[src/rtl/zcu216_mmcm_lock_sequencer.sv]
// MMCM reset/lock sequencer: pulses MMCM RST, debounces LOCKED, and releases the adc_clk user reset.
// Retries on lock timeout and keeps saturating lock-loss and timeout event counters.
module zcu216_mmcm_lock_sequencer #(
  parameter int unsigned SYNC_STAGES         = 2,
  parameter int unsigned RST_PULSE_CYCLES    = 16,
  parameter int unsigned LOCK_TIMEOUT_CYCLES = 65536,
  parameter int unsigned STABLE_CYCLES       = 1024,
  parameter int unsigned CNT_W               = 16
) (
  input  logic             pl_clk_i,
  input  logic             pl_rst_ni,
  input  logic             mmcm_locked_i,
  input  logic             force_reset_i,
  input  logic             clr_counts_i,
  output logic             mmcm_rst_o,
  output logic             adc_rst_o,
  output logic             lock_stable_o,
  output logic [CNT_W-1:0] lock_loss_count_o,
  output logic [CNT_W-1:0] timeout_count_o,
  output logic [1:0]       state_o
);

  localparam logic [1:0] StReset  = 2'd0;
  localparam logic [1:0] StWait   = 2'd1;
  localparam logic [1:0] StStable = 2'd2;
  localparam logic [1:0] StRun    = 2'd3;

  localparam int unsigned MaxA   = (RST_PULSE_CYCLES > STABLE_CYCLES) ? RST_PULSE_CYCLES
                                                                      : STABLE_CYCLES;
  localparam int unsigned TmrMax = (MaxA > LOCK_TIMEOUT_CYCLES) ? MaxA : LOCK_TIMEOUT_CYCLES;
  localparam int unsigned TmrW   = $clog2(TmrMax) + 1;

  localparam logic [TmrW-1:0] RstLast    = TmrW'(RST_PULSE_CYCLES - 1);
  localparam logic [TmrW-1:0] TmoLast    = TmrW'(LOCK_TIMEOUT_CYCLES - 1);
  localparam logic [TmrW-1:0] StableLast = TmrW'(STABLE_CYCLES - 1);

  logic [SYNC_STAGES-1:0] sync_q;
  logic                   locked_s;
  logic [1:0]             state_q, state_d;
  logic [TmrW-1:0]        timer_q, timer_d;
  logic [CNT_W-1:0]       loss_q, loss_d, tmo_q, tmo_d;
  logic                   loss_inc, tmo_inc;
  logic                   mmcm_rst_q, adc_rst_q, lock_stable_q;

  assign locked_s = sync_q[SYNC_STAGES-1];

  always_comb begin
    state_d  = state_q;
    timer_d  = timer_q + TmrW'(1);
    loss_inc = 1'b0;
    tmo_inc  = 1'b0;
    unique case (state_q)
      StReset: begin
        if (timer_q == RstLast) begin
          state_d = StWait;
          timer_d = '0;
        end
      end
      StWait: begin
        // Lock takes priority over a coincident timeout.
        if (locked_s) begin
          state_d = StStable;
          timer_d = '0;
        end else if (timer_q == TmoLast) begin
          state_d = StReset;
          timer_d = '0;
          tmo_inc = 1'b1;
        end
      end
      StStable: begin
        if (!locked_s) begin
          state_d = StWait;
          timer_d = '0;
        end else if (timer_q == StableLast) begin
          state_d = StRun;
          timer_d = '0;
        end
      end
      StRun: begin
        timer_d = '0;
        if (!locked_s) begin
          state_d  = StReset;
          loss_inc = 1'b1;
        end
      end
      default: begin
        state_d = StReset;
        timer_d = '0;
      end
    endcase
    // A forced restart still records a lock drop seen in the same cycle.
    if (force_reset_i) begin
      state_d = StReset;
      timer_d = '0;
      tmo_inc = 1'b0;
    end
  end

  always_comb begin
    loss_d = loss_q;
    tmo_d  = tmo_q;
    if (clr_counts_i) begin
      loss_d = '0;
      tmo_d  = '0;
    end
    if (loss_inc) begin
      loss_d = clr_counts_i ? CNT_W'(1) : ((&loss_q) ? loss_q : loss_q + CNT_W'(1));
    end
    if (tmo_inc) begin
      tmo_d = clr_counts_i ? CNT_W'(1) : ((&tmo_q) ? tmo_q : tmo_q + CNT_W'(1));
    end
  end

  always_ff @(posedge pl_clk_i or negedge pl_rst_ni) begin
    if (!pl_rst_ni) begin
      sync_q        <= '0;
      state_q       <= StReset;
      timer_q       <= '0;
      loss_q        <= '0;
      tmo_q         <= '0;
      mmcm_rst_q    <= 1'b1;
      adc_rst_q     <= 1'b1;
      lock_stable_q <= 1'b0;
    end else begin
      sync_q        <= {sync_q[SYNC_STAGES-2:0], mmcm_locked_i};
      state_q       <= state_d;
      timer_q       <= timer_d;
      loss_q        <= loss_d;
      tmo_q         <= tmo_d;
      mmcm_rst_q    <= (state_d == StReset);
      adc_rst_q     <= (state_d != StRun);
      lock_stable_q <= (state_d == StRun);
    end
  end

  assign mmcm_rst_o        = mmcm_rst_q;
  assign adc_rst_o         = adc_rst_q;
  assign lock_stable_o     = lock_stable_q;
  assign lock_loss_count_o = loss_q;
  assign timeout_count_o   = tmo_q;
  assign state_o           = state_q;

endmodule
[config.mk]
export PLATFORM = sky130hd
export DESIGN_NAME = zcu216_mmcm_lock_sequencer
export DESIGN_NICKNAME = d
export VERILOG_FILES = /design/src/rtl/zcu216_mmcm_lock_sequencer.sv
export SDC_FILE = /design/constraint.sdc
export NUM_CORES = 1
export LEC_CHECK = 0
export CAP_MARGIN = 20
export CORE_AREA = 2 2 89 91
export CTS_CLUSTER_DIAMETER = 200
export DETAILED_ROUTE_END_ITERATION = 12
export DIE_AREA = 0 0 91 93
export HOLD_SLACK_MARGIN = 0.15
export PLACE_DENSITY = 0.61
export SKIP_LAST_GASP = 1
export SLEW_MARGIN = 20
export SYNTH_ARGS = -nofsm -noshare
export SYNTH_HDL_FRONTEND = slang
export SYNTH_SLANG_ARGS = --single-unit
[constraint.sdc]
create_clock -name pl_clk_i -period 2.9 [get_ports pl_clk_i]
set_input_delay 0.87 -clock pl_clk_i [delete_from_list [all_inputs] [get_ports pl_clk_i]]
set_output_delay 0.87 -clock pl_clk_i [all_outputs]
set_load 0.05 [all_outputs]
After elaboration in Yosys (flattened, before gate mapping)
Cells that the tools add are included.
- output and inout port bits: 37
- register bits: 56
- input bits: 5
- muxes and demuxes: 28
- reductions and logical operators: 8
- equality and inequality tests: 10
- add/sub/neg operators: 3
- operators with widths (cell ; number):
    $mux W16 ; 7
    $mux W17 ; 6
    $pmux W17 S4 ; 1
    $add A16 B1 Y16 const B ; 2
    $reduce_and A16 Y1 ; 2
    $add A17 B1 Y17 const B ; 1
    $eq A17 B10 Y1 const B ; 1
    $eq A17 B16 Y1 const B ; 1
    $eq A17 B4 Y1 const B ; 1
    $mux W2 ; 7
    $pmux W2 S4 ; 1
    $eq A2 B2 Y1 const B ; 3
    $mux W1 ; 6
    $ne A2 B2 Y1 const B ; 3
    $logic_not A2 Y1 ; 2
    $reduce_and A2 Y1 ; 2
    $reduce_bool A2 Y1 ; 2
    $eq A2 B1 Y1 const B ; 1

Logic depth before layout (Yosys ltp)
- depth after elaboration: 7
- depth in mapped cells: 10
- depth with buffers taken out: 10

Worst setup path after synthesis
OpenSTA, ideal clock, no wires.
- path type: register to register
- start: register timer_q[6]
- end: register tmo_q[7] (netlist: timeout_count_o[7])
- setup slack: 440 ps
- stages on the path, launching flop included: 11
- path buffers: 0
- clock period less this slack: 2460 ps
- required time: 2822 ps
- arrival time: 2382 ps
- cells stage by stage: dfrtp_1 > and4_1 > and4_1 > and3_1 > nand3_1 > inv_1 > ha_1 > nand2_2 > a21o_4 > or4_1 > a21oi_1
- word-level cells in the longest chain between the ends: 7
- elaborated cells between the ends (all ways): 8
- classes of those cells: 1 x eq/ne; 5 x mux; 2 x reduce/logical
- RTL lines (element ; line ; source):
    start, declared ; 40 ; logic [TmrW-1:0] timer_q, timer_d;
    start signal, assigned ; 127 ; timer_q <= timer_d;
    $eq A17 B16 Y1 (*) ; 64 ; end else if (timer_q == TmoLast) begin
    $mux W1 (*) ; 64 ;
    $mux W1 (*) ; 61 ; if (locked_s) begin
    $mux W1 (*) ; 52 ; unique case (state_q)
    $mux W1 (*) ; 92 ; if (force_reset_i) begin
    $reduce_bool A2 Y1 (no source line) ; n/a ;
    $reduce_and A2 Y1 (no source line) ; n/a ;
    end signal, assigned ; 129 ; tmo_q <= tmo_d;
    end, declared ; 41 ; logic [CNT_W-1:0] loss_q, loss_d, tmo_q, tmo_d;
Mark *: on every way between the ends. The rest lies on a longest branch, timed or not.
A chain may end at the register's enable or synchronous reset.

Final worst setup path
- start: register timer_q[6]
- end: register tmo_q[15] (netlist: timeout_count_o[15])
The elaborated chain is that of the path after synthesis.

==> out/metrics.cfg <==
[outcome]
status = complete, no violations

[timing]
worst_clock_skew_ns = 0.01158
report.final.hold_viol_count = 0
tightestPinTransition_ns = 0.7035
max_freq_mhz = 363.8
setup-violations-final = 0
max-slew-margin-rel_pct = 53.10
final.setup.worst_slack_ns = 0.1510
rsz0062_at_grt = no
slew_viol_final = 0
finalCritPeriodShare_pct = 94.79
fin_worst_hold_slack_ns = 0.3677
period_minus_slack_ns = 2.749

[logic_synthesis]
ys_seq_area_share_pct = 47.87
synthDominantCellAreaShare_pct = 46.08
postSynthAreaPerCell_um2 = 9.711
yosys-top-cells-count = 54 x sky130_fd_sc_hd__dfrtp_1, 41 x sky130_fd_sc_hd__nor2_1, 28 x sky130_fd_sc_hd__nand2_1, 21 x sky130_fd_sc_hd__xnor2_1, 17 x sky130_fd_sc_hd__nand3_1
synth-edff-count = 0
postSynth.asyncResetShare_pct = 100.0
synth_cells = 302
yosys.area.top_type = sky130_fd_sc_hd__dfrtp_1
synth_area_leaders = sky130_fd_sc_hd__dfrtp_1 46%, sky130_fd_sc_hd__xnor2_1 6.3%, sky130_fd_sc_hd__nor2_1 5.2%
ys_warn_count = 0
synthMostInstantiatedCell = sky130_fd_sc_hd__dfrtp_1
synth_area_um2 = 2933
postSynthNetCount = 312
ys_ff_latch = 56
dominantRegCellSynth = sky130_fd_sc_hd__dfrtp_1
yosysUniqueCellTypes = 49

[job]
cap_violations = 0

[power]
pwr-share-clk_pct = 34.4
leakage_nw = 1.407
switching_share_pct = 22.30
seqPwrFrac_pct = 61.8
power_density_nw_per_um2 = 355.9
total_switching_power_w = 0.0002857
ir_worst_vdd_mv = 0.2458
internal_power_summed_over_all_cells_w = 0.0009958
combinationalPowerShare_pct = 3.8

[floorplanning]
dieWidth_um = 91
core_rows = 32
floorplan.die_area_um2 = 8463
io_pins = 42
core_area_um2 = 7527
initial_core_util_pct = 38.96
fp.dieH_um = 93

[clocking]
ctsRootBufferMaster = sky130_fd_sc_hd__clkbuf_8
holdBufCountCts = 0
cts_tree = yes
tritoncts_sinks = 56
cts_setup_buffers = 0
clk-insertion-delay-late_ns = 0.30
cts_max_path_buffers = 2
cts_made_buffers = 5
clk_transition_reported_paths_ns = 0.10
cts_max_level = 2

[detailed_routing]
routed_via_count_divided_by_cell_count = 5.218
wire_per_inst_um = 13.79
drc = 0
route.antenna.remaining_nets = 0
first_pass_iters = 4
drt_iter0_markers = 132
vias_after_detailed_routing = 2374
postRouteWirelength_um = 6276

[worst_setup_path]
worst-endpoint-required_ns = 3.07
crit_path_leading_delay_family = simple AND/OR/NAND/NOR gates
worstSetupStartpointType = flip-flop
regToRegStartpoint = timer_q[6]
worstPathMaxFanout = 7
worstPathBufferInverterCount = 1
worst_path_largest_cell_delay_ns = 0.44
timing.critical_path.arrival_ns = 2.92
worstPathCellList = and4_1 > and4_1 > and3_1 > nand3_1 > inv_1 > ha_2 > nand3_1 > or3_1 > o311ai_1 > o41ai_1
critical-path-slowest-cell = sky130_fd_sc_hd__dfrtp_1
worst_setup_path_end_kind = flip-flop
path_class = flip-flop to flip-flop
critical_path.startpoint = timer_q[6]

[global_routing]
pin_count_of_the_biggest_net_entering_global_routing = 57
grt_pass1_wl_um = 10540
vias_in_the_first_global_route = 2210
grt_overflow_total = 0
number_of_antenna_violations_at_the_first_check_in_global_routing = 0
grt_total_usage_pct = 15.02

[hold_path]
hold_class = flip-flop to flip-flop
startpoint_of_the_lowest_slack_hold_path = sync_q[0]

[place]
globalplace.congestion = 0.7760
placed_cells_incl_taps = 447
io_buffers = 41
post-dp-hpwl_um = 4541
pre_cts_slack_ns = -0.1480

[cells_and_area]
drive_gt1_share_pct = 7.932
diodes = 0
final_cell_count_no_fill = 455
area_growth_syn_to_layout_pct = 22.78
fillers = 762
design.final.nets = 362

-- metrics by stage --
stage	setup TNS [ns]	util [%]	power [W]	cell area, um2
after global placement	0	46.54	0.0008581	3503
after CTS	0	47.79	0.001305	3597
final	0	47.84	0.001281	3601
after global routing	0	47.84	0.001337	3601
after detailed placement	-0.1480	46.54	0.0008575	3503
after floorplan	0	-	0.0008241	2933
-- logic make-up after synthesis --
kind of cell | Yosys count | share of synthesized area (%)
and+or+nand+nor | 158 | 28.97
DFF | 56 | 47.87
buffers and inverters | 14 | 1.920
muxes | 1 | 0.3839
AOI/OAI and AO/OA | 34 | 8.575
xor gates and xnor gates | 34 | 10.15
adders and majority gates | 5 | 2.133
-- flip-flops by register name, summed over array words and instances (netlist names) --
register / flops
adc_rst_o: 1
lock_loss_count_o: 16
lock_stable_o: 1
mmcm_rst_o: 1
state_o: 2
sync_q: 2
timeout_count_o: 16
timer_q: 17
-- layout make-up --
cell class,instances,area [um2],share of cell area [%]
clock inverters,1,7.507,0.2085
repair buffers,50,473.0,13.13
flip-flops and latches,56,1404,38.99
well taps,102,127.6,3.544
inverters,7,26.28,0.7297
multi-input cells,232,1476,41.00
clock buffers,7,86.33,2.398
-- layer usage --
| layer | vias to the layer above | GRT usage (%) | part of all wire, % |
|---|---|---|---|
| li1 | 1183 | - | - |
| met1 | 1153 | 19.40 | 47 |
| met2 | 34 | 26.30 | 49 |
| met3 | 4 | 2.981 | 2.9 |
| met4 | 0 | 3.157 | 0.91 |
| met5 | - | 0 | 0 |
-- final timing paths --
path | slack (ns) | cells past startpoint | end
worst max register to register | 0.15 | 10 | timeout_count_o[15]
min in group asynchronous | 0.69 | 2 | lock_loss_count_o[3]
worst min register to register | 0.37 | 0 | sync_q[1]
worst min-delay path | 0.37 | 0 | sync_q[1]
worst max-delay path | 0.15 | 10 | timeout_count_o[15]
max in group asynchronous | 1.74 | 2 | timer_q[13]
-- timing repair --
action | in CTS | in global routing
resized for setup | 1 | 2
endpoints found under the setup margin | 1 | 3
endpoints found under the hold margin | 0 | 0
-- cells in the final DEF (no fill, tap or decap), drive strengths merged, types with 6 or more instances in the layout --
cell type       n
a21oi           7
dfrtp          54
and4            6
nand2          29
clkbuf          7
nor3            7
buf            10
xor2           13
inv             7
nor2           41
nand3          17
xnor2          21
nor4            7
nand4          13
and3            9
clkdlybuf4s50  40
-- power by group through the flow --
stage                     registers (W)  clock network [W]   logic, W
after floorplan                0.000806                  0  0.0000185
after global placement         0.000807                  0  0.0000511
after detailed placement       0.000807                  0  0.0000503
after CTS                      0.000792           0.000462  0.0000507
after global routing           0.000793           0.000489  0.0000556
final                          0.000792           0.000441  0.0000486
(Power assumes the default switching activity.)
